**src/rtl/seq_det_pkg.sv**
```systemverilog
// Shared types and constants for the 10110 detector scheduler.
// Holds the FSM state enum, default sizes and the target pattern.
package seq_det_pkg;

    localparam int DEF_NREQ   = 4;
    localparam int DEF_WORD_W = 8;

    localparam logic [4:0] PATTERN = 5'b10110;

    typedef enum logic [2:0] {
        IDLE,
        CLR,
        SHIFT,
        DRAIN,
        DONE
    } state_e;

endpackage

```
**src/rtl/seq_det_sched_if.sv**
```systemverilog
// Bundle between the requesters, the scheduler and the serial detector.
// master = requester/detector side, slave = scheduler side.
interface seq_det_sched_if
    import seq_det_pkg::*;
#(
    parameter int NREQ   = DEF_NREQ,
    parameter int WORD_W = DEF_WORD_W,
    parameter int CNT_W  = $clog2(WORD_W + 1)
);

    localparam int ID_W = $clog2(NREQ);

    logic [NREQ-1:0]        req;
    logic [NREQ*WORD_W-1:0] data;
    logic [NREQ-1:0]        gnt;
    logic                   busy;
    logic                   done;
    logic [ID_W-1:0]        done_id;
    logic [CNT_W-1:0]       hit_cnt;
    logic                   det_rst;
    logic                   det_bit;
    logic                   det_out;

    modport master (
        output req,
        output data,
        output det_out,
        input  gnt,
        input  busy,
        input  done,
        input  done_id,
        input  hit_cnt,
        input  det_rst,
        input  det_bit
    );

    modport slave (
        input  req,
        input  data,
        input  det_out,
        output gnt,
        output busy,
        output done,
        output done_id,
        output hit_cnt,
        output det_rst,
        output det_bit
    );

endinterface

```
**src/rtl/rr_arbiter.sv**
```systemverilog
// Round-robin arbiter: grants the first request after the last winner.
// The pointer only moves when a grant is actually issued.
module rr_arbiter #(
    parameter int NREQ = 4
) (
    input  logic                    clk,
    input  logic                    rst,
    input  logic                    en,
    input  logic [NREQ-1:0]         req,
    output logic [NREQ-1:0]         gnt,
    output logic [$clog2(NREQ)-1:0] gnt_idx
);

    localparam int IW = $clog2(NREQ);

    logic [IW-1:0] last_q, last_d;
    logic          found;
    int            j;

    // scan from last+1 upward, wrapping, and take the first request
    always_comb begin
        gnt     = '0;
        gnt_idx = '0;
        last_d  = last_q;
        found   = 1'b0;
        j       = 0;
        for (int k = 1; k <= NREQ; k++) begin
            j = (int'(last_q) + k) % NREQ;
            if (!found && en && req[IW'(j)]) begin
                found         = 1'b1;
                gnt[IW'(j)]   = 1'b1;
                gnt_idx       = IW'(j);
            end
        end
        if (found) begin
            last_d = gnt_idx;
        end
    end

    // pointer starts at NREQ-1 so requester 0 wins first
    always_ff @(posedge clk) begin
        if (rst) begin
            last_q <= IW'(NREQ - 1);
        end else begin
            last_q <= last_d;
        end
    end

endmodule

```
**src/rtl/seq_det_sched.sv**
```systemverilog
// Shares one serial 10110 detector among NREQ word producers.
// Grant, clear detector, shift word MSB-first, count hits, report.
module seq_det_sched
    import seq_det_pkg::*;
#(
    parameter int NREQ   = DEF_NREQ,
    parameter int WORD_W = DEF_WORD_W,
    parameter int CNT_W  = $clog2(WORD_W + 1)
) (
    input logic            clk,
    input logic            rst,
    seq_det_sched_if.slave bus
);

    localparam int ID_W  = $clog2(NREQ);
    localparam int IDX_W = $clog2(WORD_W);

    localparam logic [IDX_W-1:0] IDX_LAST = IDX_W'(WORD_W - 1);
    localparam logic [CNT_W-1:0] CNT_MAX  = '1;

    state_e             state_q, state_d;
    logic [WORD_W-1:0]  word_q, word_d;
    logic [ID_W-1:0]    id_q, id_d;
    logic [ID_W-1:0]    done_id_q, done_id_d;
    logic [IDX_W-1:0]   idx_q, idx_d;
    logic [CNT_W-1:0]   cnt_q, cnt_d;
    logic [CNT_W-1:0]   hit_cnt_q, hit_cnt_d;

    logic               arb_en;
    logic [NREQ-1:0]    arb_gnt;
    logic [ID_W-1:0]    arb_idx;

    assign arb_en = (state_q == IDLE) && !rst;

    rr_arbiter #(
        .NREQ (NREQ)
    ) u_arb (
        .clk     (clk),
        .rst     (rst),
        .en      (arb_en),
        .req     (bus.req),
        .gnt     (arb_gnt),
        .gnt_idx (arb_idx)
    );

    // sequencing: capture word, clear detector, shift, drain, report
    always_comb begin
        state_d   = state_q;
        word_d    = word_q;
        id_d      = id_q;
        idx_d     = idx_q;
        cnt_d     = cnt_q;
        hit_cnt_d = hit_cnt_q;
        done_id_d = done_id_q;
        unique case (state_q)
            IDLE: begin
                if (|arb_gnt) begin
                    for (int i = 0; i < NREQ; i++) begin
                        if (arb_gnt[i]) begin
                            word_d = bus.data[i*WORD_W +: WORD_W];
                        end
                    end
                    id_d    = arb_idx;
                    state_d = CLR;
                end
            end
            CLR: begin
                idx_d   = '0;
                cnt_d   = '0;
                state_d = SHIFT;
            end
            SHIFT: begin
                word_d = word_q << 1;
                if ((idx_q != '0) && bus.det_out && (cnt_q != CNT_MAX)) begin
                    cnt_d = cnt_q + 1'b1;
                end
                if (idx_q == IDX_LAST) begin
                    state_d = DRAIN;
                end else begin
                    idx_d = idx_q + 1'b1;
                end
            end
            DRAIN: begin
                hit_cnt_d = cnt_q;
                if (bus.det_out && (cnt_q != CNT_MAX)) begin
                    hit_cnt_d = cnt_q + 1'b1;
                end
                done_id_d = id_q;
                state_d   = DONE;
            end
            DONE: begin
                state_d = IDLE;
            end
            default: begin
                state_d = IDLE;
            end
        endcase
    end

    // state and datapath registers, all cleared by reset
    always_ff @(posedge clk) begin
        if (rst) begin
            state_q   <= IDLE;
            word_q    <= '0;
            id_q      <= '0;
            idx_q     <= '0;
            cnt_q     <= '0;
            hit_cnt_q <= '0;
            done_id_q <= '0;
        end else begin
            state_q   <= state_d;
            word_q    <= word_d;
            id_q      <= id_d;
            idx_q     <= idx_d;
            cnt_q     <= cnt_d;
            hit_cnt_q <= hit_cnt_d;
            done_id_q <= done_id_d;
        end
    end

    // outputs are forced quiet while reset is asserted
    assign bus.gnt     = arb_gnt;
    assign bus.busy    = !rst && (state_q != IDLE);
    assign bus.done    = !rst && (state_q == DONE);
    assign bus.det_rst = rst || (state_q == CLR);
    assign bus.det_bit = !rst && (state_q == SHIFT) && word_q[WORD_W-1];
    assign bus.hit_cnt = rst ? '0 : hit_cnt_q;
    assign bus.done_id = rst ? '0 : done_id_q;

endmodule

```
**src/flat_wrapper.sv**
```systemverilog
// flat-port wrapper written by rule: the top's interface ports become plain ports
module seq_det_sched_flat import seq_det_pkg::*;
#(
    parameter int NREQ   = DEF_NREQ,
    parameter int WORD_W = DEF_WORD_W,
    parameter int CNT_W  = $clog2(WORD_W + 1)
)
  (clk, rst, bus_req, bus_data, bus_det_out, bus_gnt, bus_busy, bus_done, bus_done_id, bus_hit_cnt, bus_det_rst, bus_det_bit);
  seq_det_sched_if #(.NREQ(NREQ), .WORD_W(WORD_W), .CNT_W(CNT_W)) bus_i ();
  input logic clk;
  input logic rst;
  input wire logic [$bits(bus_i.req)-1:0] bus_req;
  input wire logic [$bits(bus_i.data)-1:0] bus_data;
  input wire logic [$bits(bus_i.det_out)-1:0] bus_det_out;
  output wire logic [$bits(bus_i.gnt)-1:0] bus_gnt;
  output wire logic [$bits(bus_i.busy)-1:0] bus_busy;
  output wire logic [$bits(bus_i.done)-1:0] bus_done;
  output wire logic [$bits(bus_i.done_id)-1:0] bus_done_id;
  output wire logic [$bits(bus_i.hit_cnt)-1:0] bus_hit_cnt;
  output wire logic [$bits(bus_i.det_rst)-1:0] bus_det_rst;
  output wire logic [$bits(bus_i.det_bit)-1:0] bus_det_bit;
  assign bus_i.req = bus_req;
  assign bus_i.data = bus_data;
  assign bus_i.det_out = bus_det_out;
  assign bus_gnt = bus_i.gnt;
  assign bus_busy = bus_i.busy;
  assign bus_done = bus_i.done;
  assign bus_done_id = bus_i.done_id;
  assign bus_hit_cnt = bus_i.hit_cnt;
  assign bus_det_rst = bus_i.det_rst;
  assign bus_det_bit = bus_i.det_bit;
  seq_det_sched #(.NREQ(NREQ), .WORD_W(WORD_W), .CNT_W(CNT_W)) u_core (.clk(clk), .rst(rst), .bus(bus_i));
endmodule
```
**config.mk**
```make
export PLATFORM = sky130hd
export DESIGN_NAME = seq_det_sched_flat
export DESIGN_NICKNAME = d
export VERILOG_FILES = /design/src/rtl/seq_det_pkg.sv /design/src/rtl/seq_det_sched_if.sv /design/src/rtl/rr_arbiter.sv /design/src/rtl/seq_det_sched.sv /design/src/flat_wrapper.sv
export SDC_FILE = /design/constraint.sdc
export NUM_CORES = 1
export LEC_CHECK = 0
export ABC_AREA = 1
export ABC_CLOCK_PERIOD_IN_PS = 2700
export CORE_MARGIN = 2
export CORE_UTILIZATION = 45
export CTS_CLUSTER_DIAMETER = 40
export DETAILED_ROUTE_END_ITERATION = 8
export PLACE_DENSITY_LB_ADDON = 0.05
export SLEW_MARGIN = 10
export SYNTH_ARGS = -nofsm -noshare
export SYNTH_HDL_FRONTEND = slang
export SYNTH_SLANG_ARGS = --single-unit
```
**constraint.sdc**
```tcl
create_clock -name clk -period 2.7 [get_ports clk]
set_clock_uncertainty 0.2 [all_clocks]
set_input_delay 0.27 -clock clk [delete_from_list [all_inputs] [get_ports clk]]
set_output_delay 0.27 -clock clk [all_outputs]
set_load 0.02 [all_outputs]
```
==> flow_summary.yaml, run 1 <==
clock_tree:
  clockBufferDepth: 2
  insertion_delay_ps: 280
  cts_buffers: 3
  htreeDepth: 1
  cts_sinks: 28
  clkTransAtPathRegs_ps: 100
  cts_tree: "yes"
  cts_root_buf: "clkbuf_8"
min_path:
  whs_endpoint: "u_core.done_id_q[1]$_SDFFE_PP0P_"
  min-delay-start: "u_core.done_id_q[1]$_SDFFE_PP0P_"
  hp-class: "register to register"
  whs_path_depth: 2
power:
  finalPower_mw: 2.988
  cellPowerDensity_nw_per_um2: 982.5
  p_leak_nw: 1.456
  vdd_drop_max_v: 0.0006154
global_routing:
  grt_pass1_vias: 2154
  grt_max_degree: 22
  grt_pass1_wl_um: 9473
  grt_overflow: 0
  grt_usage_pct: 21.44
  antenna_found_initial: 0
route:
  routedWlPerCell_um: 11.99
  drc: 0
  vias_per_cell: 4.990
  first_pass_iters: 4
  drtIter0Drc: 122
  ant_nets: 0
  via_count: 2450
  wirelength_um: 5885
yosys:
  synth_area_um2: 2212
  synth_warnings: 0
  avgSynthCellArea_um2: 6.267
  synth_cells: 353
  ys_seq_area_share_pct: 25.34
  synth_seq_cells: 28
  yosysUniqueCellTypes: 38
  synth_nets: 403
sta:
  slew_viol_final: 0
  tns_ps: 0
  max_freq_mhz: 387.6
  hold_viol_final: 0
  worst_pin_slew_ps: 541.3
  whs_ps: 263.7
  fin_crit_sh_pct: 95.55
  period_needed_ps: 2580
  relSlewSlack_pct: 63.53
  setup_viol: 0
run_status:
  status: "complete, no violations"
cells_and_area:
  drive_gt1_share_pct: 15.57
  nets: 475
  mostFrequentLayoutCells: "nand2_1, clkdlybuf4s50_1, inv_1, nand3_1, a21oi_1"
  layout_commonest_cell: "nand2_1"
  diodes: 0
  syn_to_final_growth_pct: 37.50
  instances_no_fill: 491
run:
  drv_cap: 0
worst_setup_path:
  crit_top_cell: "nand2_1"
  worst-setup-path-type: "register to output port"
  crit_chain: "inv_1 -> ha_4 -> inv_2 -> buf_4 -> nand2_1 -> nand2_1 -> o21ai_2 -> nand4_2 -> nand2_4 -> clkdlybuf4s15_1"
  cp-end-kind: "output port"
  r2r_start: "u_core.u_arb.last_q[1]$_SDFFE_PP1P_"
  cp_data_required_time_ps: 2230
  cp-start-kind: "register"
  r2r_cells: 15
  cpPeakStageDelay_ps: 340
  r2r_end: "u_core.word_q[0]$_SDFFE_PP0P_"
  cpMaxStageDelayCell: "dfxtp_1"
  r2r_slack_ps: 230
  cp_max_fo: 5
  worstPathArrival_ps: 2110
die:
  initial_core_util_pct: 46.83
  die_area_um2: 5492
  coreArea_um2: 4723
  ioPinCount: 53
  die_h_um: 74.11
  dieWidth_um: 74.11
  rows: 25
placed_design:
  placedCellCount: 486
  gp_congestion: 0.9104
  dpl.hpwl_um: 4600
  port_buffers: 52
-- flip-flops by register name (all words and copies together), names as in the netlist --
signal / count
u_core.cnt_q: 4
u_core.done_id_q: 2
u_core.hit_cnt_q: 4
u_core.id_q: 2
u_core.idx_q: 3
u_core.state_q: 3
u_core.u_arb.last_q: 2
u_core.word_q: 8
-- metrics by stage --
| step | setup WS (ps) | area [µm²] | util [%] |
|---|---|---|---|
| 2_1_floorplan | 1.150 | 2212 | - |
| 3_3_place_gp | -8.979 | 2935 | 62.15 |
| 3_5_place_dp | -17.38 | 2935 | 62.15 |
| 4_1_cts | 1.302 | 3013 | 63.79 |
| 5_1_grt | -7.990 | 3042 | 64.40 |
| 6_report | 120.3 | 3042 | 64.40 |
-- how the worst max path moves through the flow --
stage                                        startpoint                       endpoint  slack (ps)  cells past startpoint
floorplan           u_core.u_arb.last_q[1]$_SDFFE_PP1P_  u_core.word_q[0]$_SDFFE_PP0P_           1                     15
finish              u_core.u_arb.last_q[1]$_SDFFE_PP1P_                     bus_gnt[1]         120                     10
CTS                 u_core.u_arb.last_q[0]$_SDFFE_PP1P_                     bus_gnt[3]           1                     10
global route        u_core.u_arb.last_q[1]$_SDFFE_PP1P_                     bus_gnt[1]          -8                     10
detailed placement  u_core.u_arb.last_q[0]$_SDFFE_PP1P_                     bus_gnt[0]         -20                     11
global placement                                    rst                     bus_gnt[0]          -9                      7
-- Yosys cell counts --
master / n / area [µm²]
a211oi_1: 2 / 15.01
a21o_1: 1 / 7.510
a21oi_1: 30 / 150.1
a31oi_1: 3 / 18.77
and3_1: 2 / 12.51
buf_2: 1 / 5.000
buf_4: 2 / 15.01
buf_6: 2 / 22.52
clkbuf_1: 5 / 18.77
clkinv_1: 1 / 3.750
dfxtp_1: 28 / 560.5
ha_1: 11 / 137.6
inv_1: 42 / 157.7
inv_2: 4 / 15.01
inv_4: 2 / 12.51
nand2_1: 99 / 371.6
nand2_2: 4 / 25.02
nand2_4: 3 / 33.78
nand3_1: 36 / 180.2
nand3_2: 4 / 40.04
nand4_1: 3 / 18.77
nand4_2: 1 / 12.51
nor2_1: 23 / 86.33
nor2_2: 4 / 25.02
nor2_4: 4 / 45.04
nor3_1: 3 / 15.01
nor3_2: 1 / 10.01
nor4_1: 1 / 6.260
o211a_1: 1 / 10.01
o211ai_1: 2 / 15.01
o21ai_0: 16 / 80.08
o21ai_1: 4 / 20.02
o21ai_2: 2 / 17.52
o221ai_1: 1 / 8.760
o22ai_1: 1 / 6.260
o32ai_1: 1 / 8.760
or2_0: 1 / 6.260
xor2_1: 2 / 17.52
-- worst max-delay path: cells and delay by family, from the launching register on --
family / cells / cell delay [ps]
buffers and inverters: 4 / 590
AND/OR/NAND/NOR: 4 / 410
flip-flops: 1 / 340
adder cells (fa/ha/maj): 1 / 300
AO/OA/AOI/OAI: 1 / 200
-- cells by family (layout without fill, tap and decap cells) --
family | Yosys count | in the layout | synth area share, %
DFF | 28 | 28 | 25.34
xor gates and xnor gates | 2 | 2 | 0.7920
buffers and inverters | 59 | 130 | 11.31
adders and majority gates | 11 | 11 | 6.222
and+or+nand+nor | 189 | 189 | 40.16
AOI/OAI and AO/OA | 64 | 64 | 16.18
-- report_power, final --
part	internal (mW)	switching [mW]
sequential	0.548	0.0868
clock	0.199	0.135
combinational	0.811	1.21
-- area by class of cell --
cell class / instances / area, µm²
timing repair buffer: 77 / 705.7
clock buffer: 3 / 41.29
inverter: 49 / 188.9
fill: 448 / 1682
multi-input combinational: 266 / 1430
sequential: 28 / 561.8
tap: 67 / 83.83
clock inverter: 1 / 30.03
-- repair_timing --
item                                    CTS  global route
pin swaps                                 0             1
resized for setup                        11             8
hold buffers                              0             0
endpoints found under the setup margin    5            15
buffers inserted                          0             1
-- per-layer routing --
metal | part of all wire (%) | wire length, µm | GRT usage (%)
met1 | 49 | 2870 | 29.32
met2 | 47 | 2737 | 36.51
met3 | 3.9 | 228 | 3.252
met4 | 0.82 | 48 | 3.232
met5 | 0 | 0 | 0
Power figures use the tool's default switching activity.
==> run 2: changes to the inputs <==
--- a/config.mk
+++ b/config.mk
@@ -11,7 +11,7 @@
 export CORE_UTILIZATION = 45
 export CTS_CLUSTER_DIAMETER = 40
 export DETAILED_ROUTE_END_ITERATION = 8
-export PLACE_DENSITY_LB_ADDON = 0.05
+export PLACE_DENSITY = 0.76
 export SLEW_MARGIN = 10
 export SYNTH_ARGS = -nofsm -noshare
 export SYNTH_HDL_FRONTEND = slang
==> run 2 against run 1 <==
  * Cell area is 0.62% higher
  * Die area stayed put
  * Critical endpoint unchanged
  * Critical path depth unchanged
  * Power rose by 1.3%
  * Global-route usage up 0.72 points
==> flow_summary.yaml, run 2 (synthesis gave the netlist of run 1 again) <==
run_status:
  status: "complete, no violations"
min_path:
  hp-class: "register to register"
  whs_endpoint: "u_core.done_id_q[1]$_SDFFE_PP0P_"
  whs_path_depth: 2
  min-delay-start: "u_core.done_id_q[1]$_SDFFE_PP0P_"
worst_setup_path:
  r2r_cells: 16
  crit_start: "u_core.u_arb.last_q[1]$_SDFFE_PP1P_"
  crit_chain: "inv_1 -> ha_4 -> inv_2 -> nand3_2 -> nand2_4 -> nand3_2 -> nor3_2 -> nor2_4 -> nand2_4 -> dlygate4sd2_1"
  cp-start-kind: "register"
  r2r_slack_ps: 260
  r2r_start: "u_core.u_arb.last_q[1]$_SDFFE_PP1P_"
  cpMaxStageDelayCell: "dfxtp_1"
  cp_max_fo: 7
  r2r_end: "u_core.word_q[0]$_SDFFE_PP0P_"
  critPathBufInv: 3
  cp_data_required_time_ps: 2230
  worst-setup-path-type: "register to output port"
  cp-end-kind: "output port"
  cpPeakStageDelay_ps: 340
  cp_top_family: "simple AND/OR/NAND/NOR gates"
  worstPathArrival_ps: 2080
cells_and_area:
  largest-register: "u_core.word_q"
  diodes: 0
  mostFrequentLayoutCells: "nand2_1, clkdlybuf4s50_1, inv_1, nand3_1, a21oi_1"
  instances_no_fill: 492
  fillers: 453
  drive_gt1_share_pct: 16.47
  nets: 476
  multiInputGateArea_um2: 1451
  fin_util_pct: 64.79
  final_cell_area_um2: 3060
  seqCellArea_um2: 561.8
  largestRegisters: "u_core.word_q (8), u_core.cnt_q (4), u_core.hit_cnt_q (4)"
  largest_reg_flops: 8
  layout_commonest_cell: "nand2_1"
  syn_to_final_growth_pct: 38.35
global_routing:
  grt_pass1_vias: 2237
  grt_max_degree: 22
  grt_usage_pct: 22.16
  grt_pass1_wl_um: 9535
  antenna_found_initial: 0
  grt_overflow: 0
power:
  vdd_drop_max_v: 0.0006495
  finalPower_mw: 3.026
  p_leak_nw: 1.471
  cellPowerDensity_nw_per_um2: 988.9
route:
  via_count: 2445
  routedWlPerCell_um: 12.09
  ant_nets: 0
  drtIter0Drc: 119
  first_pass_iters: 4
  vias_per_cell: 4.970
  wirelength_um: 5949
  drc: 0
placed_design:
  dpl.hpwl_um: 4626
  dp_slack_ps: -87.41
  port_buffers: 52
  gp_congestion: 0.9323
  placedCellCount: 486
  placed_cell_area_um2: 2935
die:
  initial_core_util_pct: 46.83
  die_area_um2: 5492
  dieWidth_um: 74.11
  coreArea_um2: 4723
  ioPinCount: 53
  rows: 25
  die_h_um: 74.11
clock_tree:
  cts_root_buf: "clkbuf_8"
  cts_tree: "yes"
  clkTransAtPathRegs_ps: 100
  insertion_delay_ps: 280
  htreeDepth: 1
  cts_sinks: 28
  clockBufferDepth: 2
  cts_buffers: 3
sta:
  period_needed_ps: 2553
  relSlewSlack_pct: 62.69
  worst_pin_slew_ps: 553.8
  max_freq_mhz: 391.6
  hold_viol_final: 0
  setup_viol: 0
  fin_crit_sh_pct: 94.57
  slew_viol_final: 0
  tns_ps: 0
  fin_ws_ps: 146.7
  whs_ps: 257.6
run:
  drv_cap: 0
[run 2: report_power, final]
group          internal (mW)  total (mW)  switching [mW]
clock                  0.199       0.328           0.129
sequential             0.548       0.630          0.0823
combinational          0.832        2.07            1.24
[run 2: timing repair]
action,in CTS,in global routing
resized for setup,14,11
pin swaps,1,2
hold buffers,0,0
buffers inserted,0,2
setup endpoints to repair,4,15
[run 2: layout make-up]
class                   instances  area share, %
clock buffers                   3          1.349
clock inverters                 1         0.9812
inverters                      49          6.173
multi-input cells             266          47.42
flip-flops and latches         28          18.36
well taps                      67          2.739
repair buffers                 78          22.98
[run 2: worst register-to-register path, stage by stage, from the launching register on]
cell and delay (ps):
dfxtp_1 340, inv_1 80, ha_4 240, inv_2 90, nand3_2 110, nand2_4 130, nand3_2 130, nor2_4 150
nand2_1 70, nor2_1 90, nor2_1 60, o21ai_2 60, buf_4 190, inv_4 70, or2_0 200, nand3_1 80
a21oi_1 60
[run 2: worst max path at each step]
stage | endpoint | cells past startpoint
after floorplan | u_core.word_q[0]$_SDFFE_PP0P_ | 15
after global placement | bus_gnt[2] | 11
after detailed placement | bus_gnt[2] | 11
after CTS | bus_gnt[0] | 10
after global routing | bus_gnt[1] | 10
final | bus_gnt[1] | 10
[run 2: layer usage]
| metal | GRT usage (%) | share of wire [%] | vias to the layer above |
|---|---|---|---|
| met5 | 0 | 0 | - |
| met4 | 6.667 | 1.1 | 0 |
| met3 | 4.201 | 5.6 | 6 |
| met2 | 39.29 | 48 | 68 |
| met1 | 27.14 | 45 | 1074 |
| li1 | - | - | 1297 |
==> patch 1: new RTL, settings of run 2 <==
`word_q` no longer has a reset.
--- a/src/rtl/seq_det_sched.sv
+++ b/src/rtl/seq_det_sched.sv
@@ -103,3 +103,2 @@
             state_q   <= IDLE;
-            word_q    <= '0;
             id_q      <= '0;
@@ -111,3 +110,2 @@
             state_q   <= state_d;
-            word_q    <= word_d;
             id_q      <= id_d;
@@ -118,2 +116,6 @@
         end
+    end
+
+    always_ff @(posedge clk) begin
+        word_q <= word_d;
     end
Function: no difference found for any inputs over 10 cycles, from zero or initial values and one cycle with rst high; that may be too few to reach the edited logic, so the function may still have changed.
==> patch 1 against run 2 <==
- total power rose by 0.76%
- core utilization shrank 2.2 points
- clock power shrank 2%
- worst setup slack better by 0.025 ns
- final area shrank 4.0%
- fmax up 0.98%
- highest routed layer unchanged
- wire length is 5.8% lower
- global-route usage shrank 1.1 points
- sequential cell count is the same
- synthesized area is 1.7% lower
- non-clock buffer count fell by 10
==> patch 1: results (changes against run 2) <==
Critical path
  – R2R setup slack: 0.23 ns (-0.03 ns)
  – R2r endpoint: u_core.id_q[0]
  – Crit path capture: bus_gnt[2]
  – Worst stage delay on the critical path: 0.36 ns (+0.02 ns)
  – Reg2Reg Depth: 14 (-2)
  – Crit-path max FO: 5 (-2)

Placement
  – GPL Wtd Cong: 0.967 (+3.8%)
  – Placed Area: 2810 um^2 (-4.4%)
  – Place WS: 0.0243 ns (+0.112 ns)
  – Input/output buffers: 52 (unchanged)
  – Dpl hpwl: 4280 um (-7.5%)
  – Placed insts: 427 (-12%)

Global routing
  – Largest net degree at the start of global routing: 17 (-23%)
  – Routing usage on met3: 3.57% (-0.63 points)
  – Grt met1 use: 26.5% (-0.68 points)
  – Tot GR Track Use: 21.1% (-1.1 points)
  – M2 GR Usage: 36.0% (-3.3 points)

Yosys
  – Top post-synthesis cells by area: dfxtp_1 (18%), nand2_1 (13%), edfxtp_1 (11%)
  – Post-synth EDFFs: 8 (+8)
  – Cell variety after synth: 40 (+5.3%)
  – Most common library cells after synthesis: nand2_1 (78), inv_1 (31), a21oi_1 (26)

Detailed routing
  – Routed WL per cell: 12.9 um (+6.8%)
  – WL met3: 372 um (+11%)
  – Iteration-0 DRC Markers: 97 (-18%)
  – Vias per cell: 5.14 (+3.4%)
  – Post-Route WL: 5610 um (-5.8%)
  – Met2 WL: 2570 um (-11%)
  – Pre-Repair DR Iteration Count: 6 (+2)

Outcome
  – Outcome: completed

Timing
  – Maximum clock rate: 0.395 GHz (+0.98%)
  – Hold_ws: 0.262 ns (+0.00480 ns)
  – Worst-margin pin slew: 0.521 ns (-0.0328 ns)

Pwr
  – Peak supply drop: 0.446 mV (-31%)

Final layout
  – FF+latch area: 642 um^2 (+14%)
  – Share of cells above drive strength 1: 16.8% (+0.37 points)
  – Fill cells: 447 (-1.3%)
==> patch 1: changes by cell type after synthesis, moves of 8 or more <==
cell      delta
dfxtp_1      -8
edfxtp_1     +8
inv_1       -11
nand2_1     -21
nand2_2     +12
nand3_1     -14
==> patch 1: kinds of logic after synthesis <==
| group | after synthesis | share of synthesized area, % |
|---|---|---|
| flip-flops | 28 | 29.5 |
| AND/OR/NAND/NOR | 166 | 37.0 |
| AO/OA/AOI/OAI | 63 | 17.1 |
| adder cells (fa/ha/maj) | 11 | 6.33 |
| buffers and inverters | 47 | 9.26 |
| XOR/XNOR | 2 | 0.806 |
==> patch 1: final cells by class <==
type	instances	area share [%]
Sequential cell	28	21.9
Tap cell	54	2.30
Multi-Input combinational cell	242	46.4
Timing Repair Buffer	68	22.2
Inverter	38	4.86
Clock buffer	3	1.41
Clock inverter	1	1.02
==> patch 1: power breakdown <==
part,switching [mW],internal [mW]
Combinational,1.23,0.780
Sequential,0.0774,0.645
Clock,0.123,0.198
==> patch 2: new RTL, settings of run 2 <==
Made on the original files. The package constant `DEF_NREQ` goes from 4 to 2.
--- a/src/rtl/seq_det_pkg.sv
+++ b/src/rtl/seq_det_pkg.sv
@@ -4,3 +4,3 @@
 
-    localparam int DEF_NREQ   = 4;
+    localparam int DEF_NREQ   = 2;
     localparam int DEF_WORD_W = 8;
Interface: changed (resized bus_data, bus_done_id, bus_gnt and bus_req); port bits go from 53 to 32. The function was not compared with the original's and may differ.
==> patch 2 against run 2 <==
- highest routed layer is now met3
- synthesized area shrank 38%
- critical path depth fell by 6
- clock power is 49% lower
- wire length down 56%
- final area is 47% lower
- sequential cell count is 3 lower
- total power is 54% lower
- worst setup slack better by 0.20 ns
- register-to-register slack better by 0.70 ns
==> patch 2: results (changes against run 2) <==
Worst hold path
  – Hold path start: u_core.id_q
  – Tightest Hold Check Type: register to register

Critical path
  – Critical path startpoint: u_core.state_q[1]
  – FF-to-FF Start: u_core.state_q[0]
  – Reg2Reg Depth: 7 (-9)
  – Family with the most delay on the worst path: buffers and inverters
  – WP data arrival: 1.89 ns (-0.19 ns)
  – R2R setup slack: 0.96 ns (+0.70 ns)
  – Crit-path max FO: 11 (+4)
  – Worst stage delay on the critical path: 0.61 ns (+0.27 ns)
  – Slowest CP cell: clkdlybuf4s50_1

Outcome
  – Outcome: completed

Detailed routing
  – Post-Route WL: 2590 um (-56%)
  – Vias: 1257 (-49%)
  – Iteration-0 DRC Markers: 47 (-61%)

Global routing
  – Vias in the first global route: 1099 (-51%)
  – Grt met1 use: 20.3% (-6.8 points)
  – Routing usage on met3: 4.80% (+0.60 points)
  – Largest net degree at the start of global routing: 37 (+68%)
  – Initial antenna violation count: 0 (unchanged)
  – First-pass GRT wire length: 4480 um (-53%)
  – M2 GR Usage: 28.1% (-11 points)
  – Tot GR Track Use: 16.5% (-5.7 points)

Final layout
  – Share of cells above drive strength 1: 8.48% (-8.0 points)
  – NumNets Final: 250 (-47%)
  – Fill cells: 309 (-32%)
  – Post-Layout Cell Count: 257 (-48%)
  – # diodes: 0 (unchanged)

Yosys
  – Cell variety after synth: 30 (-21%)
  – Synth warn: 0 (unchanged)
  – Mean post-synth cell area: 6.74 um^2 (+7.5%)
  – Most common library cells after synthesis: nand2_1 (41), nor2_1 (33), inv_1 (29)
  – Post-synthesis sequential area ratio: 36.6% (+11 points)
  – Syn Nets: 228 (-43%)
  – Top post-synthesis cells by area: dfxtp_1 (37%), nand2_1 (11%), nor2_1 (9.1%)

Timing
  – Hold_ws: 0.261 ns (+0.00363 ns)
  – Fin. Hold Viols: 0 (unchanged)
  – Worst-margin pin slew: 0.502 ns (-0.0516 ns)
  – Setup WS post-layout: 0.344 ns (+0.197 ns)

Pwr
  – Peak supply drop: 0.415 mV (-36%)
  – LEAKAGE: 0.764 nW (-48%)

Placement
  – GPL Wtd Cong: 0.782 (-16%)
  – Place WS: 0.466 ns (+0.553 ns)
  – Dpl hpwl: 1950 um (-58%)
  – Input/output buffers: 21 (-60%)

Clock network
  – Root Driver: clkbuf_4
  – Bufs on Longest Clock Path: 2 (unchanged)
  – Clock Latency Late Sink: 0.32 ns (+0.04 ns)
  – CTS clk-pin slew, worst paths: 0.13 ns (+0.03 ns)
  – Resized cells post-CTS: 0 (-14)
patch 2: changes by cell type after synthesis, sizes merged, moves of 7 or more:
cell	delta
o21ai	-10
inv	-18
a21oi	-19
ha	-7
nand3	-20
nand2	-64
patch 2: path summary, 6_finish.rpt:
kind,end
setup / recovery,bus_gnt[0]
hold / removal,u_core.id_q
setup reg to reg,u_core.idx_q[2]
hold reg to reg,u_core.id_q
patch 2: per-stage QoR:
stage | util [%] | area, um^2
CTS | 54.8 | 1630
floorplan | - | 1370
finish | 54.8 | 1630
detailed placement | 53.9 | 1610
global placement | 53.9 | 1610
global route | 54.8 | 1630
patch 2: power breakdown:
group	switching [mW]	internal [mW]	leakage, nW
Combinational	0.378	0.255	0.544
Clock	0.110	0.0579	0.0150
Sequential	0.0981	0.481	0.204
Total	0.586	0.793	0.764
patch 2: logic make-up (layout without fill, tap and decap cells):
group | after synthesis | count (layout) | synth area share, %
adder cells (fa/ha/maj) | 4 | 4 | 3.66
AND/OR/NAND/NOR | 104 | 104 | 34.5
AO/OA/AOI/OAI | 28 | 28 | 11.8
buffers and inverters | 39 | 60 | 11.9
flip-flops | 25 | 25 | 36.6
other | 1 | 1 | 0.274
XOR/XNOR | 2 | 2 | 1.28
patch 2: layer usage:
layer	wire (um)	vias to the layer above
met2	1220	28
met4	0	0
met3	144	0
li1	-	680
met1	1220	549
met5	0	-
patch 2: worst reg2reg max path: cells and delay by family, from the launching register on:
family	cells	cell delay, ns
buf+inv	1	0.24
compound gates	2	0.34
simple gates	4	0.47
flops	1	0.40
patch 2: cell type report:
type,instances,area share (%)
Sequential cell,25,30.7
Clock buffer,4,1.61
Inverter,30,6.90
Multi-Input combinational cell,139,43.1
Tap cell,33,2.53
Timing Repair Buffer,26,15.2
